--- src/rtl/adder_pkg.sv ---
// Shared types and constants for the iterative add/subtract unit.
// The package declares no ports. It provides:
//   state_t        controller state encoding
//   OP_ADD/OP_SUB  encodings of the sub input
package adder_pkg;

  typedef enum logic [1:0] {
    IDLE = 2'd0,
    RUN  = 2'd1,
    DONE = 2'd2
  } state_t;

  localparam logic OP_ADD = 1'b0;
  localparam logic OP_SUB = 1'b1;

endpackage

--- src/rtl/chunk_adder.sv ---
// Combinational ripple adder for one chunk of W bits.
// Ports:
//   a, b  [W]  chunk operands
//   ci         carry into bit 0
//   s     [W]  chunk sum
//   co         carry out of bit W-1
//   cmsb       carry into bit W-1 (XOR with co gives signed overflow)
module chunk_adder #(
  parameter int W = 4
) (
  input  logic [W-1:0] a,
  input  logic [W-1:0] b,
  input  logic         ci,
  output logic [W-1:0] s,
  output logic         co,
  output logic         cmsb
);

  logic [W:0] cy;

  assign cy[0] = ci;

  for (genvar i = 0; i < W; i++) begin : g_fa
    assign s[i]    = a[i] ^ b[i] ^ cy[i];
    assign cy[i+1] = (a[i] & b[i]) | (cy[i] & (a[i] ^ b[i]));
  end

  assign co   = cy[W];
  assign cmsb = cy[W-1];

endmodule

--- src/rtl/iter_adder.sv ---
// Multi-cycle add/subtract unit. It processes a WIDTH-bit operation CHUNK bits
// per cycle, starting with the LSB chunk, through one shared ripple chunk.
// Ports:
//   clk, rst_n            clock, async active-low reset
//   in_valid / in_ready   operand handshake (a, b, ci, sub)
//   out_valid / out_ready result handshake (y, c, v, z, n)
//   y                     result; c carry (sub: 1 = no borrow)
//   v                     signed overflow; z y==0; n y MSB
//
// state | meaning
// IDLE  | waiting for operands, in_ready=1
// RUN   | adding one chunk per cycle, inputs ignored
// DONE  | result held, out_valid=1 until out_ready
module iter_adder
  import adder_pkg::*;
#(
  parameter int WIDTH = 16,
  parameter int CHUNK = 4
) (
  input  logic             clk,
  input  logic             rst_n,
  input  logic             in_valid,
  output logic             in_ready,
  input  logic [WIDTH-1:0] a,
  input  logic [WIDTH-1:0] b,
  input  logic             ci,
  input  logic             sub,
  output logic             out_valid,
  input  logic             out_ready,
  output logic [WIDTH-1:0] y,
  output logic             c,
  output logic             v,
  output logic             z,
  output logic             n
);

  if ((WIDTH < 2) || (CHUNK < 1) || (WIDTH % CHUNK != 0)) begin : g_param_err
    $error("iter_adder: WIDTH must be >= 2 and a multiple of CHUNK");
  end

  localparam int NCH = WIDTH / CHUNK;
  localparam int KW  = (NCH > 1) ? $clog2(NCH) : 1;
  localparam logic [KW-1:0] K_LAST = KW'(NCH - 1);

  state_t           state;
  logic [WIDTH-1:0] a_sh;
  logic [WIDTH-1:0] b_sh;
  logic             carry;
  logic [KW-1:0]    k;
  logic [CHUNK-1:0] sum;
  logic             co;
  logic             cmsb;

  // Operands are shifted right each cycle so the adder always sees the
  // chunk under work in the low bits; only y needs the index.
  chunk_adder #(.W(CHUNK)) u_chunk (
    .a    (a_sh[CHUNK-1:0]),
    .b    (b_sh[CHUNK-1:0]),
    .ci   (carry),
    .s    (sum),
    .co   (co),
    .cmsb (cmsb)
  );

  always_ff @(posedge clk or negedge rst_n) begin
    if (!rst_n) begin
      state     <= IDLE;
      a_sh      <= '0;
      b_sh      <= '0;
      carry     <= 1'b0;
      k         <= '0;
      y         <= '0;
      c         <= 1'b0;
      v         <= 1'b0;
      out_valid <= 1'b0;
      in_ready  <= 1'b1;
    end else begin
      case (state)
        IDLE: begin
          if (in_valid) begin
            a_sh     <= a;
            b_sh     <= (sub == OP_ADD) ? b : ~b;
            carry    <= (sub == OP_SUB) ? ~ci : ci;
            k        <= '0;
            in_ready <= 1'b0;
            state    <= RUN;
          end
        end
        RUN: begin
          y[k*CHUNK +: CHUNK] <= sum;
          carry <= co;
          a_sh  <= a_sh >> CHUNK;
          b_sh  <= b_sh >> CHUNK;
          k     <= k + 1'b1;
          if (k == K_LAST) begin
            c         <= co;
            v         <= cmsb ^ co;
            out_valid <= 1'b1;
            state     <= DONE;
          end
        end
        DONE: begin
          if (out_ready) begin
            out_valid <= 1'b0;
            in_ready  <= 1'b1;
            state     <= IDLE;
          end
        end
        default: begin
          out_valid <= 1'b0;
          in_ready  <= 1'b1;
          state     <= IDLE;
        end
      endcase
    end
  end

  // Gating with out_valid keeps z/n at zero out of reset and outside DONE.
  assign z = out_valid & (y == '0);
  assign n = out_valid & y[WIDTH-1];

endmodule

--- config.mk ---
export PLATFORM = sky130hd
export DESIGN_NAME = iter_adder
export DESIGN_NICKNAME = d
export VERILOG_FILES = /design/src/rtl/adder_pkg.sv /design/src/rtl/chunk_adder.sv /design/src/rtl/iter_adder.sv
export SDC_FILE = /design/constraint.sdc
export NUM_CORES = 1
export LEC_CHECK = 0
export ABC_AREA = 1
export CAP_MARGIN = 5
export CORE_UTILIZATION = 40
export CTS_CLUSTER_DIAMETER = 30
export DETAILED_ROUTE_END_ITERATION = 12
export SYNTH_ARGS = -nofsm -noshare
export SYNTH_HDL_FRONTEND = slang
export SYNTH_HIERARCHICAL = 1
export SYNTH_SLANG_ARGS = --single-unit
--- constraint.sdc ---
create_clock -name clk -period 5.92 [get_ports clk]
set_clock_uncertainty 0.15 [all_clocks]
set_input_delay 1.184 -clock clk [delete_from_list [all_inputs] [get_ports clk]]
set_output_delay 1.184 -clock clk [all_outputs]
set_load 0.03 [all_outputs]
# Word level (Yosys, flattened, before mapping)
# Index checks and enable logic that the tools add are counted.
[word_totals] ff_bits=57 inputBits=38 out_inout_bits=22 word_cells=76
[op_classes] addsub=2 n_eq_ne=6 bitwise=27 n_mux=21 n_reduce_logical=8 shift=2
[op_table] op="$pmux 16 s2" count=2
[op_table] op="$mux 16" count=3
[op_table] op="$neg 4->34" count=1
[op_table] op="$shift 4x34->16 const A" count=1
[op_table] op="$shiftx 4x34->16" count=1
[op_table] op="$bwmux 16" count=1
[op_table] op="$logic_not 16->1" count=1
[op_table] op="$not 16->16" count=1
[op_table] op="$and 1x1->1" count=10
[op_table] op="$reduce_and 3->1" count=3
[op_table] op="$xor 1x1->1" count=9
[op_table] op="$mux 2" count=4
[op_table] op="$mux 1" count=6
[op_table] op="$ne 2x2->1 const B" count=3
[op_table] op="$pmux 1 s3" count=2
[op_table] op="$pmux 2 s3" count=1
[op_table] op="$eq 2x2->1 const B" count=2
[op_table] op="$or 1x1->1" count=4
[op_table] op="$pmux 2 s2" count=1
[op_table] op="$reduce_and 2->1" count=2
[op_table] op="$not 1->1" count=3
[op_table] op="$add 2x1->2 const B" count=1
[op_table] op="$eq 2x1->1 const B" count=1
[op_table] op="$logic_not 2->1" count=1
[op_table] op="2 further kinds" count=2

# Logic depth before layout (Yosys ltp)
# Gate-level depths: netlist of the first run.
[depth] ltp_word=10 depth_mapped=10 ltp_nobuf=10

# Cells and area by module
# The synthesis of the first run kept the hierarchy.
[modules_own_cells] mod="iter_adder" seq_area_each_um2=1427.6 area_per_inst_um2=2793.9 instances=1 cells_per_inst=334
[modules_own_cells] mod="chunk_adder" seq_area_each_um2=0.0 area_per_inst_um2=110.1 instances=1 cells_per_inst=12

# Least setup slack after synthesis of the first run
# Ideal clock, no wire load.
[synth_path] kind="reg2out" start="register y[13]" end="output z" setup_slack_ns=3.376 path_stages_with_launch=6 n_path_buf=0 required_time_ns=4.586 arrival_time_ns=1.210 cell_sequence="dfrtp_1 nor2_1 nand2_1 nor2_1 nand2_1 nor2_1"
[synth_between] elab_chain_len=2
[synth_lines] element="start, declared" line_no="iter_adder.sv:30" source="output logic [WIDTH-1:0] y,"
[synth_lines] element="start signal, assigned by index" line_no="iter_adder.sv:90" source="y[k*CHUNK +: CHUNK] <= sum;"
[synth_lines] element="$logic_not 16->1" line_no="iter_adder.sv:119" source="assign z = out_valid & (y == '0);"
[synth_lines] element="$and 1x1->1" line_no="iter_adder.sv:119"
[synth_lines] element="end, declared" line_no="iter_adder.sv:33" source="output logic z,"
# Every way passes these cells.

# Worst setup path in the final report of the first run
[layout_path] start="register y[15]" end="output z"
# Same word-level chain as after synthesis.

==> impl_metrics.toml, run 1 <==
[setup_path]
arrival_ns = 1.88
crit_path_max_fanout = 4
path_class = "flop to primary output"
required_ns = 4.59
startpoint_type = "flop"
crit_start = "y[15]$_DFFE_PN0P_"
r2r-start = "a_sh[0]$_DFFE_PN0P_"
endpoint_kind = "primary output"

[cts]
cts_tree = "built"
clock_latency_ns = 0.34
root_buffer = "clkbuf_8"
cts_buffer_depth = 2
cts_buffers = 9
cts.clk_slew.worst_paths_ns = 0.06
clock_sinks = 57
hold_buffers = 0
htree_levels = 3
post_cts_resized = 0
post-cts-setup-buffers = 0

[sta]
finalMaxSlewViolations = 0
fin_crit_sh = 0.542
rsz0062_at_grt = "no"
relSlewSlack = 0.432
finalHoldViolCount = 0
setup_ws_ns = 2.71
fmax_ghz = 0.312
final-setup-viol-count = 0
period_minus_slack_ns = 3.21
tns_ns = 0
worst_slew_pin_slew_ns = 0.850

[finish]
drive_above_1_share = 0.0737
diodes = 0
synthToLayoutAreaGrowth_pct = 28.2
final_util = 0.539
fin_nets = 450
fin_area_um2 = 3720

[floorplanning]
die_x_um = 87.2
num_rows = 30
core-area_um2 = 6910
die-area_um2 = 7600
die_h_um = 87.2
ioPinCount = 60
initial_utilization = 0.420

[synth]
synth_top_area_share = 0.483
ys_seq_area_frac = 0.492
syn_area_per_cell_um2 = 8.39
ys_top_cells_by_area = "dfrtp_1 48%, nand2_1 14%, nand3_1 11%"
ys.flop_type = "dfrtp_1"
synthCells = 346
syn_nets = 394
synth_seq_cells = 57
syn_area_um2 = 2900
yosysWarningCount = 6
yosys-top-cells-count = "111 x nand2_1, 66 x nand3_1, 56 x dfrtp_1, 19 x nor2_1, 18 x inv_1"
synth.distinct_cells = 26
ys_async_sr_fraction = 1.00
yosys.area.top_type = "dfrtp_1"
synthMostInstantiatedCell = "nand2_1"
synth_edf_count = 0

[placed_design]
hpwlAfterDp_um = 4330
io_buffers = 59
gp_congestion = 0.767
place_area_um2 = 3530
dp_slack_ns = 2.46

[drt]
first_pass_iters = 4
wl_um = 6240
num_vias = 2366
via_per_inst = 4.70
drt_iter0_drc = 134
ant_nets = 0
drc = 0
wl_per_cell_um = 12.4

[worst_hold_path]
hold_class = "flop to flop"
worstHoldStart = "in_ready$_DFFE_PN1P_"

[power]
powerDensity_nw_per_um2 = 513
ir_worst_vdd_uv = 188
p_leak_nw = 1.78

[outcome]
status = "complete, no violations"

[global_routing]
antenna_found_initial = 0
overflow = 0
grt_use_total = 0.193
grt_pass1_wl_um = 11000
grt_max_degree = 58
grt_pass1_vias = 2356

[flow_run]
drv_cap = 0
[metrics by stage]
step / cells / hold slack, ns / total power, mW
after floorplan: 346 / 0.316 / 1.31
after detailed placement: 487 / 0.331 / 1.59
after global placement: 487 / 0.325 / 1.57
after global routing: 503 / 0.346 / 2.09
final: 503 / 0.341 / 1.91
after CTS: 503 / 0.342 / 1.94
[worst max-delay path, cell delays in order, from the launching register on]
cell and delay, ns:
dfrtp_1 0.40, nor3b_1 0.27, nand2_1 0.12, nor2_1 0.09, clkdlybuf4s50_1 0.67
[registers in the layout, indices dropped and copies added, names as in the netlist]
register and flops:
a_sh 16, b_sh 16, y 16, k 2, state 2, c 1
carry 1, in_ready 1, out_valid 1, v 1
[layout make-up]
type / instances / area (um^2)
Tap cell: 96 / 120
Clock inverter: 2 / 10.0
Fill cell: 700 / 3180
Multi-Input combinational cell: 252 / 1300
Inverter: 21 / 78.8
Clock buffer: 14 / 183
Sequential cell: 57 / 1430
Timing Repair Buffer: 61 / 601
[power by group]
group / internal, mW / switching (mW) / total [mW]
sequential: 0.544 / 0.110 / 0.654
combinational: 0.337 / 0.575 / 0.912
clock: 0.196 / 0.149 / 0.345
[kinds of logic after synthesis]
group | Yosys count | synth area share
AND/OR/NAND/NOR | 208 | 0.312
flip-flops | 57 | 0.492
buffers and inverters | 37 | 0.0599
XOR/XNOR | 18 | 0.0543
AO/OA/AOI/OAI | 16 | 0.0293
adder cells (fa/ha/maj) | 10 | 0.0534
[final timing paths]
path	endpoint	slack [ns]	cells past startpoint
setup / recovery	z	2.71	4
hold / removal	in_ready$_DFFE_PN1P_	0.34	2
setup reg to reg	y[7]$_DFFE_PN0P_	3.43	10
min in group asynchronous	y[7]$_DFFE_PN0P_	0.83	2
hold reg to reg	in_ready$_DFFE_PN1P_	0.34	2
max in group asynchronous	b_sh[5]$_DFFE_PN0P_	4.33	2
[cells in the final DEF, fill, tap and decap left out, drive strengths merged]
cell | netlist | routed
buf | 13 | 3
clkbuf | 3 | 14
clkdlybuf4s50 | 0 | 58
clkinv | 0 | 2
dfrtp | 56 | 56
dfstp | 1 | 1
fa | 4 | 4
ha | 6 | 6
inv | 21 | 21
nand2 | 116 | 116
nand3 | 66 | 66
nor2 | 21 | 21
nor3 | 3 | 3
nor3b | 1 | 1
o211ai | 1 | 1
o21ai | 14 | 14
o31ai | 1 | 1
or2 | 1 | 1
xnor2 | 5 | 5
xor2 | 13 | 13
[per-layer routing]
metal	wire length, um	part of all wire	up-vias	track usage
li1	-	-	1218	-
met1	2860	0.46	1094	0.242
met2	3010	0.48	45	0.313
met3	252	0.040	9	0.0673
met4	116	0.019	0	0.0596
met5	0	0	-	0
Power figures use the tool's default switching activity.
==> inputs of run 2 (changes only) <==
- clock period: 5.92 -> 3 ns (I/O delays scaled with it)
==> run 2 against run 1 <==
Compared with the run above: via count is 0.93% higher; routed wire length is 0.58% higher; final area is 0.84% higher; utilization is 0.45 points higher; critical path depth stayed put; sequential power is 97% higher; setup slack worse by 2.3 ns; clock-buffer cell count is 1 lower.
==> impl_metrics.toml, run 2 (synthesized netlist as in run 1, its figures left out) <==
[setup_path]
critPathMaxStageDelay_ns = 0.67
crit_slowest_cell = "clkdlybuf4s50_1"
crit_start = "y[15]$_DFFE_PN0P_"
endpoint_kind = "primary output"
path_cells = "nor3b_1 > nand2_1 > nor2_1 > clkdlybuf4s50_1"
critPathCapture = "z"
required_ns = 2.25
r2r-start = "a_sh[0]$_DFFE_PN0P_"
arrival_ns = 1.88
cp_top_family = "buffers and inverters"
cp_num_cells = 4
startpoint_type = "flop"
crit_path_max_fanout = 4
ff2ff_setup_slack_ns = 0.53
reg2reg_depth = 10
r2r-end = "y[7]$_DFFE_PN0P_"
path_class = "flop to primary output"
worst-path-buf-inv = 1

[sta]
setup_ws_ns = 0.375
final-setup-viol-count = 0
rsz0062_at_grt = "no"
finalMaxSlewViolations = 0
worst_slew_pin_slew_ns = 0.877
fmax_ghz = 0.381
fin_crit_sh = 0.875
finalHoldViolCount = 0
relSlewSlack = 0.416
tns_ns = 0
period_minus_slack_ns = 2.63

[floorplanning]
initial_utilization = 0.420
die-area_um2 = 7600
core-area_um2 = 6910
die_x_um = 87.2
num_rows = 30
die_h_um = 87.2
ioPinCount = 60

[placed_design]
gp_congestion = 0.745
place_area_um2 = 3560
hpwlAfterDp_um = 4310
io_buffers = 59
dp_slack_ns = 0.548

[drt]
ant_nets = 0
via_per_inst = 4.72
drc = 0
num_vias = 2388
wl_um = 6280
wl_per_cell_um = 12.4
drt_iter0_drc = 97
first_pass_iters = 4

[finish]
top_regs = "a_sh: 16 flops, b_sh: 16 flops, y: 16 flops"
fin_nets = 453
layout_common_cells = "111 x nand2_1, 66 x nand3_1, 58 x clkdlybuf4s50_1"
synthToLayoutAreaGrowth_pct = 29.3
fin_area_um2 = 3750
drive_above_1_share = 0.0756
diodes = 0
mostFrequentLayoutCell = "nand2_1"

[global_routing]
grt_max_degree = 41
use_met2 = 0.296
grt_pass1_vias = 2293
grt_pass1_wl_um = 10800
use_met1 = 0.248
grt_use_total = 0.184
overflow = 0
grt_use_met3 = 0.0408
grt.busiest_layer = "met2"
antenna_found_initial = 0

[power]
p_total_mw = 3.81
powerDensity_nw_per_um2 = 1010
p_leak_nw = 1.80
ir_worst_vdd_uv = 328

[cts]
post_cts_resized = 0
cts.clk_slew.worst_paths_ns = 0.06
root_buffer = "clkbuf_8"
cts_buffer_depth = 2
htree_levels = 3
post-cts-setup-buffers = 0
hold_buffers = 0
cts_buffers = 9
cts_tree = "built"
clock_latency_ns = 0.32
clock_sinks = 57

[worst_hold_path]
hold_class = "input port to async pin"

[outcome]
status = "complete, no violations"

[flow_run]
drv_cap = 0
## run 2: changes by cell type in the layout (fill, tap and decap cells not counted), sizes merged
cell    before  now
buf          3    6
bufinv       0    1
clkbuf      14   13
## run 2: area by class of cell
type / instances / area (um^2)
Clock buffer: 13 / 149
Clock inverter: 3 / 40.0
Fill cell: 689 / 3150
Inverter: 21 / 78.8
Multi-Input combinational cell: 252 / 1300
Sequential cell: 57 / 1430
Tap cell: 96 / 120
Timing Repair Buffer: 64 / 636
## run 2: worst min-delay path by stage
stage	endpoint	slack (ns)	startpoint	cells after the start
global route	y[9]$_DFFE_PN0P_	0.31	rst_n	1
floorplan	a_sh[0]$_DFFE_PN0P_	0.15	rst_n	0
global placement	in_ready$_DFFE_PN1P_	0.31	in_ready$_DFFE_PN1P_	2
finish	y[13]$_DFFE_PN0P_	0.25	rst_n	1
detailed placement	in_ready$_DFFE_PN1P_	0.31	in_ready$_DFFE_PN1P_	2
CTS	a_sh[3]$_DFFE_PN0P_	0.28	rst_n	1
## run 2: routing by layer
metal,part of all wire,vias to the layer above
met5,0,-
met4,0.0054,0
met3,0.040,2
met2,0.48,60
met1,0.47,1106
li1,-,1220
## run 2: per-stage QoR
step | hold WS [ns] | utilization | cells
after floorplan | 0.154 | - | 346
after global placement | 0.305 | 0.516 | 490
after detailed placement | 0.308 | 0.516 | 490
after CTS | 0.277 | 0.543 | 506
after global routing | 0.313 | 0.543 | 506
final | 0.250 | 0.543 | 506
## run 2: worst register-to-register path: cells and delay by family (launching register included)
kind,cells,cell delay [ns]
flops,1,0.40
buf+inv,3,0.20
fa+ha+maj,4,1.26
simple gates,3,0.40
## run 2: power breakdown
group / switching (mW) / internal [mW]
Clock: 0.278 / 0.404
Combinational: 1.16 / 0.681
Sequential: 0.212 / 1.07
==> inputs of run 3 (changes only) <==
- GPL_TIMING_DRIVEN: not set -> 0
- clock period: 3 -> 2.5 ns (I/O delays scaled with it)
==> run 3 against run 2 <==
Compared with the run above: hold slack lost 0.24 ns; clock-buffer cell count stayed put; die area unchanged; first-iteration DRC count grew 39%; via count is 3.6% higher; total power grew 26%; combinational power increased by 30%; clock power up 23%; setup slack got worse by 0.37 ns; critical path type is now flop to flop; critical endpoint is now y[3]$_DFFE_PN0P_; highest routed layer unchanged.
==> impl_metrics.toml, run 3 (synthesized netlist as in run 1, its figures left out) <==
[finish]
mostFrequentLayoutCell = "nand2_1"
fin_nets = 468
synthToLayoutAreaGrowth_pct = 32.8
top_regs = "a_sh: 16 flops, b_sh: 16 flops, y: 16 flops"
layout_common_cells = "111 x nand2_1, 66 x nand3_1, 56 x dfrtp_1, 56 x clkdlybuf4s50_1, 19 x nor2_1"
drive_above_1_share = 0.122
diodes = 0
num-fill-cells = 676

[sta]
worst_slew_pin_slew_ns = 0.579
fmax_ghz = 0.401
finalHoldViolCount = 0
finalMaxSlewViolations = 0
final-setup-viol-count = 0
fin_crit_sh = 0.998
setup_ws_ns = 0.00384
tns_ns = 0
relSlewSlack = 0.614
period_minus_slack_ns = 2.50
rsz0062_at_grt = "yes"

[cts]
htree_levels = 3
cts_tree = "built"
clock_latency_ns = 0.34
cts_buffer_depth = 2
clock_sinks = 57
hold_buffers = 0
cts.clk_slew.worst_paths_ns = 0.06
cts_buffers = 9
root_buffer = "clkbuf_8"

[outcome]
status = "complete, no violations"

[placed_design]
dp_slack_ns = -0.0765
io_buffers = 58
hpwlAfterDp_um = 4810
gp_congestion = 0.755

[power]
ir_worst_vdd_uv = 482
powerDensity_nw_per_um2 = 1240
p_leak_nw = 1.86

[setup_path]
endpoint_kind = "flop"
path_cells = "fa_2 > inv_2 > fa_2 > fa_2 > inv_2 > fa_1 > buf_4 > nand3_1 > o21ai_1"
required_ns = 2.56
crit_slowest_cell = "fa_1"
startpoint_type = "flop"
crit_top_cell = "fa_2"
critPathMaxStageDelay_ns = 0.46
path_class = "flop to flop"
arrival_ns = 2.56
crit_path_max_fanout = 2

[flow_run]
drv_cap = 0

[drt]
first_pass_iters = 4
ant_nets = 0
wl_per_cell_um = 12.5
drt_iter0_drc = 135
via_per_inst = 4.75
wl_um = 6500
drc = 0
num_vias = 2475

[floorplanning]
ioPinCount = 60
initial_utilization = 0.420
die_x_um = 87.2
die-area_um2 = 7600
core-area_um2 = 6910
die_h_um = 87.2
num_rows = 30

[global_routing]
grt_use_total = 0.194
overflow = 0
grt_max_degree = 35
grt_pass1_wl_um = 11100
antenna_found_initial = 0
grt_pass1_vias = 2325

[worst_hold_path]
hold_class = "input port to async pin"
run 3: per-stage QoR:
| stage | util | hold slack (ns) | std cells | power, mW | area (um^2) |
|---|---|---|---|---|---|
| final | 0.558 | 0.0102 | 521 | 4.78 | 3860 |
| after global routing | 0.558 | 0.0447 | 521 | 5.19 | 3860 |
| after CTS | 0.553 | 0.0191 | 517 | 4.74 | 3820 |
| after detailed placement | 0.524 | 0.311 | 501 | 3.89 | 3620 |
| after global placement | 0.522 | 0.306 | 500 | 3.85 | 3600 |
| after floorplan | - | 0.0544 | 346 | 3.10 | 2900 |
run 3: area by class of cell:
type	count	area (um^2)	area share
Inverter	21	78.8	0.0204
Clock buffer	13	149	0.0386
Multi-Input combinational cell	252	1320	0.343
Buffer	16	95.1	0.0247
Timing Repair Buffer	63	624	0.162
Sequential cell	57	1430	0.370
Clock inverter	3	40.0	0.0104
Tap cell	96	120	0.0311
run 3: metal layers:
| layer | part of all wire | global-route usage | vias to the layer above |
|---|---|---|---|
| li1 | - | - | 1260 |
| met1 | 0.48 | 0.265 | 1152 |
| met2 | 0.47 | 0.300 | 55 |
| met3 | 0.037 | 0.0483 | 8 |
| met4 | 0.011 | 0.0715 | 0 |
| met5 | 0 | 0 | - |
run 3: report_power, final:
group / internal (mW) / switching (mW) / total (mW) / leakage, nW
clock network: 0.485 / 0.353 / 0.838 / 0.0974
logic: 0.935 / 1.46 / 2.40 / 1.01
registers: 1.29 / 0.259 / 1.55 / 0.752
total: 2.71 / 2.08 / 4.78 / 1.86
run 3: what timing repair did:
action / CTS / global route
gates resized for setup: 6 / 4
cloned: 0 / 0
endpoints found under the setup margin: 4 / 3
pin swaps: 3 / 7
setup buffers: 0 / 4
run 3: path summary, 6_finish.rpt:
kind                                 startpoint              endpoint  slack (ns)  depth (start not counted)
max in group asynchronous                 rst_n  in_ready$_DFFE_PN1P_        1.55                          2
hold / removal                            rst_n      y[6]$_DFFE_PN0P_        0.01                          1
hold reg to reg            in_ready$_DFFE_PN1P_  in_ready$_DFFE_PN1P_        0.31                          2
setup reg to reg            b_sh[0]$_DFFE_PN0P_      y[3]$_DFFE_PN0P_       0.004                          9
setup / recovery            b_sh[0]$_DFFE_PN0P_      y[3]$_DFFE_PN0P_       0.004                          9
min in group clk           in_ready$_DFFE_PN1P_  in_ready$_DFFE_PN1P_        0.31                          2
run 3: worst max-delay path, delay by kind of cell (launching register included):
family	cells	cell delay [ns]
AO/OA/AOI/OAI	1	0.06
buffers and inverters	3	0.27
AND/OR/NAND/NOR	1	0.08
adder cells (fa/ha/maj)	4	1.41
flip-flops	1	0.41
